`config.mk`:
```
export PLATFORM = sky130hd
export DESIGN_NAME = cruise_sequencer
export DESIGN_NICKNAME = d
export VERILOG_FILES = /design/src/rtl/cruise_sequencer.sv
export SDC_FILE = /design/constraint.sdc
export NUM_CORES = 1
export LEC_CHECK = 0
export ABC_AREA = 1
export ABC_CLOCK_PERIOD_IN_PS = 2300
export CAP_MARGIN = 30
export CORE_UTILIZATION = 49
export DETAILED_ROUTE_END_ITERATION = 16
export GPL_TIMING_DRIVEN = 0
export PLACE_DENSITY = 0.81
export REMOVE_ABC_BUFFERS = 1
export SLEW_MARGIN = 10
export SYNTH_ARGS = -nofsm -noshare
export SYNTH_HDL_FRONTEND = slang
export SYNTH_SLANG_ARGS = --single-unit
```
`constraint.sdc`:
```
create_clock -name clock -period 2.3 [get_ports clock]
set_input_delay 0.46 -clock clock [delete_from_list [all_inputs] [get_ports clock]]
set_output_delay 0.46 -clock clock [all_outputs]
set_load 0.1 [all_outputs]
```
`src/rtl/cruise_sequencer.sv`:
```
// Cruise-control sequencer: owns the desired speed and drives an external registered
// speed ALU through a request/wait handshake, turning its compare flags into throttle commands.
module cruise_sequencer #(
   parameter logic [7:0] MAX_SPEED = 8'd200,
   parameter logic [7:0] MIN_SPEED = 8'd30,
   parameter logic [7:0] STEP      = 8'd5
) (
   input  logic       clock,
   input  logic       reset_n,
   input  logic       on_off,
   input  logic       set,
   input  logic       accel,
   input  logic       decel,
   input  logic       brake,
   input  logic [7:0] c_speed,
   input  logic [7:0] alu_speed,
   input  logic       alu_l,
   input  logic       alu_eq,
   input  logic       alu_g,
   output logic [1:0] mode,
   output logic [7:0] d_speed,
   output logic       active,
   output logic       throttle_up,
   output logic       throttle_down
);

   typedef enum logic [3:0] {
      S_OFF,
      S_ARMED,
      S_HOLD,
      S_INC_REQ,
      S_INC_WAIT,
      S_DEC_REQ,
      S_DEC_WAIT,
      S_CMP_REQ,
      S_CMP_WAIT
   } state_t;

   typedef enum logic [1:0] {
      MODE_PASS = 2'b00,
      MODE_CMP  = 2'b01,
      MODE_ADD  = 2'b10,
      MODE_SUB  = 2'b11
   } mode_t;

   // Stepping only from inside these limits keeps d_speed in range without ALU wrap.
   localparam logic [7:0] INC_LIMIT = MAX_SPEED - STEP;
   localparam logic [7:0] DEC_LIMIT = MIN_SPEED + STEP;

   state_t     r_state;
   mode_t      r_mode;
   logic [7:0] r_d_speed;
   logic       r_active;
   logic       r_throttle_up;
   logic       r_throttle_down;

   logic w_busy;
   logic w_set_ok;
   logic w_inc_ok;
   logic w_dec_ok;
   logic w_up_next;
   logic w_down_next;

   assign w_busy   = (r_state != S_OFF) && (r_state != S_ARMED);
   assign w_set_ok = set && (c_speed >= MIN_SPEED) && (c_speed <= MAX_SPEED);
   assign w_inc_ok = accel && (r_d_speed <= INC_LIMIT);
   assign w_dec_ok = decel && (r_d_speed >= DEC_LIMIT);

   // Flags are qualified against each other so the two actuators can never both fire.
   assign w_up_next   = alu_l && !alu_eq && !alu_g;
   assign w_down_next = alu_g && !alu_eq && !alu_l;

   // NOTE: state and every output are registered in one block with non-blocking
   // assignments, so all of them change together on the same clock edge.
   always_ff @(posedge clock or negedge reset_n) begin
      if (!reset_n) begin
         r_state         <= S_OFF;
         r_mode          <= MODE_PASS;
         r_d_speed       <= 8'd0;
         r_active        <= 1'b0;
         r_throttle_up   <= 1'b0;
         r_throttle_down <= 1'b0;
      end else if (on_off && (r_state != S_OFF)) begin
         r_state         <= S_OFF;
         r_mode          <= MODE_PASS;
         r_d_speed       <= 8'd0;
         r_active        <= 1'b0;
         r_throttle_up   <= 1'b0;
         r_throttle_down <= 1'b0;
      end else if (brake && w_busy) begin
         // Any in-flight ALU result is dropped; d_speed keeps its last committed value.
         r_state         <= S_ARMED;
         r_mode          <= MODE_PASS;
         r_active        <= 1'b0;
         r_throttle_up   <= 1'b0;
         r_throttle_down <= 1'b0;
      end else begin
         case (r_state)
            S_OFF: begin
               if (on_off) begin
                  r_state <= S_ARMED;
               end
            end
            S_ARMED: begin
               if (w_set_ok) begin
                  r_state   <= S_HOLD;
                  r_d_speed <= c_speed;
                  r_active  <= 1'b1;
               end
            end
            S_HOLD: begin
               if (w_inc_ok) begin
                  r_state <= S_INC_REQ;
                  r_mode  <= MODE_ADD;
               end else if (w_dec_ok) begin
                  r_state <= S_DEC_REQ;
                  r_mode  <= MODE_SUB;
               end else begin
                  r_state <= S_CMP_REQ;
                  r_mode  <= MODE_CMP;
               end
            end
            S_INC_REQ: r_state <= S_INC_WAIT;
            S_DEC_REQ: r_state <= S_DEC_WAIT;
            S_CMP_REQ: r_state <= S_CMP_WAIT;
            S_INC_WAIT, S_DEC_WAIT: begin
               r_state   <= S_HOLD;
               r_mode    <= MODE_PASS;
               r_d_speed <= alu_speed;
            end
            S_CMP_WAIT: begin
               r_state         <= S_HOLD;
               r_mode          <= MODE_PASS;
               r_throttle_up   <= w_up_next;
               r_throttle_down <= w_down_next;
            end
            default: begin
               r_state         <= S_OFF;
               r_mode          <= MODE_PASS;
               r_d_speed       <= 8'd0;
               r_active        <= 1'b0;
               r_throttle_up   <= 1'b0;
               r_throttle_down <= 1'b0;
            end
         endcase
      end
   end

   assign mode          = r_mode;
   assign d_speed       = r_d_speed;
   assign active        = r_active;
   assign throttle_up   = r_throttle_up;
   assign throttle_down = r_throttle_down;

endmodule

```
# Word-level counts from Yosys, hierarchy flattened

Cells that the tools add are included.

Eq/ne operators: 17
Muxes and demuxes: 26
Order comparisons: 4
Reductions and logical operators: 25

Operators with widths:

| operator                                                                            | count |
|---|---|
| 4-bit one-hot mux with 7 select lines                                               | 1 |
| 8-bit two-way mux                                                                   | 3 |
| 8-bit one-hot mux with 3 select lines                                               | 1 |
| 4-bit by 3-bit equality test with 1-bit output, second input constant               | 4 |
| 8-bit <= comparator, second input constant                                          | 2 |
| 4-bit two-way mux                                                                   | 4 |
| 8-bit OR reduction                                                                  | 2 |
| 1-bit logical AND                                                                   | 11 |
| 2-bit two-way mux                                                                   | 5 |
| 3-bit by 1-bit != test with 1-bit output, second input constant                     | 3 |
| 4-bit by 2-bit equality test with 1-bit output, second input constant               | 2 |
| 8-bit by 5-bit greater-or-equal comparator with 1-bit output, second input constant | 1 |
| 8-bit by 6-bit greater-or-equal comparator with 1-bit output, second input constant | 1 |
| 4-bit != test, second input constant                                                | 2 |
| 1-bit two-way mux                                                                   | 7 |
| 1-bit one-hot mux with 2 select lines                                               | 3 |
| 6-bit OR reduction                                                                  | 1 |
| 5-bit OR reduction                                                                  | 1 |
| 4-bit by 1-bit equality test with 1-bit output, second input constant               | 1 |
| 4-bit equality test, second input constant                                          | 1 |
| 4-bit logical NOT                                                                   | 1 |
| 4-bit by 1-bit != test with 1-bit output, second input constant                     | 1 |
| 2-bit one-hot mux with 2 select lines                                               | 1 |
| 2-bit AND reduction                                                                 | 2 |
| other kinds (9)                                                                     | 11 |

Input port bits: 26
Output and inout port bits: 13
Logic and storage cells: 78
Bits in registers: 17

# Depth between registers and ports, before layout

Depth after elaboration: 7
Mapped depth: 11
Depth with buffers taken out: 10

# Least setup slack after synthesis

No wires, ideal clock.

Path kind: reg-to-reg
From: reg r_d_speed[5] (netlist: d_speed[5])
To: reg r_state[1]
Arrival: 1.513 ns
Buffers on the path: 0
Library setup time: 0.119 ns
Slack: 0.668 ns
Required time: 2.181 ns
Period minus slack after synthesis: 1.632 ns
Stages on the path, launching flop included: 8
Path through: dfrtp_1 > inv_1 > nor2_1 > nand3_1 > nand2_1 > nand3_1 > a21oi_1 > nor2_1

Word-level cells in the longest chain between the ends: 7
Elaborated cells on any way between the ends: 9
Classes of those cells: order compare (2); mux (5); reduce/logical (2)

Ends and longest elaborated chain:

| what                                                         | line | source |
|---|---|---|
| start, declared                                              | 52   | `logic [7:0] r_d_speed;` |
| start signal, assigned                                       | 107  | `r_d_speed <= c_speed;` |
| start signal, assigned                                       | 129  | `r_d_speed <= alu_speed;` |
| 8-bit by 6-bit greater-or-equal comparator with 1-bit output | 67   | `assign w_dec_ok = decel && (r_d_speed >= DEC_LIMIT);` |
| 1-bit logical AND                                            | 67   |  |
| 2-bit two-way mux                                            | 115  | `end else if (w_dec_ok) begin` |
| 3-bit two-way mux *                                          | 112  | `if (w_inc_ok) begin` |
| 4-bit one-hot mux with 7 select lines *                      | 98   | `case (r_state)` |
| 4-bit two-way mux *                                          | 90   | `end else if (brake && w_busy) begin` |
| 4-bit two-way mux *                                          | 83   | `end else if (on_off && (r_state != S_OFF)) begin` |
| end signal, assigned                                         | 84   | `r_state <= S_OFF;` |
| end signal, assigned                                         | 92   | `r_state <= S_ARMED;` |
| end signal, assigned                                         | 113  | `r_state <= S_INC_REQ;` |
| end, declared                                                | 50   | `state_t r_state;` |

Mark *: on every way between the ends. The rest lies on a longest branch, timed or not.
A chain may end at the register's enable or synchronous reset.

# Final worst setup path

From: reg r_throttle_up (netlist: throttle_up)
To: out throttle_up

RTL lines:

| what                   | line | source |
|---|---|---|
| start, declared        | 54   | `logic r_throttle_up;` |
| start signal, assigned | 134  | `r_throttle_up <= w_up_next;` |
| end, declared          | 23   | `output logic throttle_up,` |

No word-level cell between the ends.

==> impl_metrics.json <==
{
  "status": "complete, no violations",
  "track_usage_pct": 24.1,
  "fin_util_pct": 71.3,
  "dieArea_mm2": 0.00271,
  "cts-root-buf": "clkbuf_4",
  "gp_congestion": 0.878,
  "clkTransAtPathRegs_ps": 110,
  "yosysWarnings": 0,
  "setup_viol": 0,
  "grt_max_degree": 18,
  "antenna_cells": 0,
  "worstReg2RegStart": "r_state[0]",
  "dieWidth_um": 52.1,
  "maxCapViolCount": 0,
  "slew_viol_final": 0,
  "antenna_found_initial": 0,
  "die_y_um": 52.1,
  "rows": 17,
  "initial_core_util_pct": 53.5,
  "use_met1_pct": 29.4,
  "worst-setup-path-type": "reg2out",
  "hold_start": "active",
  "ir_drop_mv": 0.997,
  "met3_usage_pct": 1.75,
  "slowest_delay_ps": 1140,
  "top_usage_layer": "met2",
  "syn_to_final_growth_pct": 33.2,
  "totalWireLength_um": 2870,
  "fin_crit_ps": 2270,
  "ys_seq_area_share_pct": 34.6,
  "power_density_mw_per_mm2": 1340,
  "relSlewSlack_pct": 35.2,
  "clock_latency_ps": 290,
  "detail-route-antenna-nets": 0,
  "drive_gt1_share_pct": 10.0,
  "cp_slowest_cell": "clkdlybuf4s50_1",
  "synth_area_mm2": 0.00123,
  "grt_pass1_wl_um": 4870,
  "cts_sinks": 17,
  "crit_buf_inv": 1,
  "start_kind": "register",
  "dr.pass1.iters": 4,
  "hold_viol_final": 0,
  "dpl_cell_area_mm2": 0.00160,
  "wl_per_cell_um": 11.6,
  "grt_setup_unrepaired": "false",
  "period_share_pct": 98.5,
  "cts.path.max_buffers": 2,
  "port_buffers": 38,
  "cts_tree": "yes",
  "overflow": 0,
  "num_vias": 1284,
  "dp.final_hpwl_um": 2370,
  "min_path_type": "reg2reg",
  "postSynthCellCount": 182,
  "drc_errors": 0,
  "n_fill_cell": 217,
  "cp_cell_sequence": "clkdlybuf4s50_1",
  "holdWs_ps": 483,
  "synth-seq-cells": 17,
  "post-cts-setup-buffers": 0,
  "fin_area_mm2": 0.00164,
  "io_pins": 39,
  "crit_fanout": 2,
  "holdBufCountCts": 0,
  "required_ps": 1840,
  "via_per_inst": 5.18,
  "tightest_slew_ps": 969,
  "cts_buffers": 3,
  "crit_family": "buffers and inverters",
  "worst_setup_path_end_kind": "primary output",
  "skew_ps": 8.12,
  "synthDistinctLibCells": 23,
  "startpoint": "throttle_up",
  "fp.coreArea_mm2": 0.00230,
  "rrSetupSlack_ps": 640,
  "fmax_ghz": 0.441,
  "p_leak_nw": 0.971,
  "dr.first_iter.drc_count": 33,
  "arrival_ps": 1810,
  "grt_pass1_vias": 1189,
  "synth_area_per_cell_um2": 6.76,
  "finalSetupTns_ps": 0,
  "finalPower_mw": 2.20,
  "finalNetCount": 247,
  "grtUsageMet2_pct": 44.7,
  "htree_num_levels": 1
}
[worst reg2reg max path: stages, from the launching register on]
cell,delay (ps)
dfrtp_1,520
nor2_1,290
nand2_2,140
nand2_4,170
nand2_2,110
nor2_2,170
o211ai_1,110
o21ai_1,90
[cell usage in the layout, fill, tap and decap left out]
cell,instances
inv_1,13
o21ai_1,1
a21oi_1,3
dlymetal6s2s_1,6
inv_2,2
nor2_1,22
nor3_4,1
o211ai_1,2
and2_4,1
inv_4,1
o21ai_0,5
nand4_1,2
nand3_1,23
clkdlybuf4s50_1,28
nand3_2,1
nand3b_1,1
nor2_2,2
nand2_1,70
nor2_4,1
nand2_4,5
nand2_2,3
clkinv_2,1
clkbuf_4,3
o22ai_1,1
dfrtp_1,17
o21ai_4,1
dlygate4sd2_1,4
[area by class of cell]
cell class	count	area, um^2	share of cell area, %
clock buffer	3	22.5	1.38
clock inverter	1	5.00	0.306
inverter	16	62.6	3.82
multi-input combinational	145	697	42.6
sequential	17	425	26.0
tap	28	35.0	2.14
timing repair buffer	38	390	23.8
[report_power, final]
group | leakage [nW] | total [mW] | internal, mW | switching (mW)
clock | 0.0177 | 0.167 | 0.0646 | 0.102
combinational | 0.722 | 1.53 | 0.402 | 1.13
sequential | 0.231 | 0.498 | 0.392 | 0.106
[cells in the mapped netlist]
master	instances	area [um^2]
buf_6	4	45.0
inv_4	1	6.26
dfrtp_1	17	425
a21oi_1	3	15.0
inv_2	2	7.51
nand3_1	23	115
nor2_4	1	11.3
nand3b_1	1	7.51
o21ai_1	1	5.00
nand2_4	5	56.3
nand3_2	1	10.0
nor2_1	22	82.6
nand2_2	3	18.8
and2_4	1	8.76
nand4_1	2	12.5
o22ai_1	1	6.26
o21ai_0	5	25.0
inv_1	13	48.8
nor3_4	1	16.3
nand2_1	70	263
o21ai_4	1	16.3
o211ai_1	2	15.0
nor2_2	2	12.5
[sequential cells by signal, summed over array words and instances, names as in the netlist]
signal and flops:
throttle_down 1, active 1, d_speed 8, throttle_up 1, mode 2, r_state 4
[final timing paths]
kind / end / cells past startpoint
max: throttle_up / 1
min: active / 2
max reg2reg: mode[0] / 7
min reg2reg: active / 2
max in group asynchronous: mode[1] / 1
min in group asynchronous: r_state[2] / 1
[kinds of logic (layout without fill, tap and decap cells)]
family / Yosys count / count (layout) / share of synthesized area [%]
AOI/OAI and AO/OA: 13 / 13 / 6.71
and+or+nand+nor: 132 / 132 / 49.9
buffers and inverters: 20 / 58 / 8.75
DFF: 17 / 17 / 34.6
[metal layers]
layer | part of all wire [%] | routed length [um] | vias to the layer above
li1 | - | - | 655
met1 | 44 | 1270 | 577
met2 | 49 | 1420 | 50
met3 | 5.4 | 155 | 2
met4 | 0.87 | 25 | 0
met5 | 0 | 0 | -
[metrics by stage]
step | instances | setup slack (ps)
floorplan | 178 | 668
global placement | 244 | 299
detailed placement | 244 | 280
CTS | 248 | 22.0
global route | 248 | 9.44
finish | 248 | 34.4
[what timing repair did]
action                                  CTS  global route
pin swaps                                 0             0
endpoints found under the setup margin    4             6
gates resized for setup                   4             6
(Power assumes the default switching activity.)
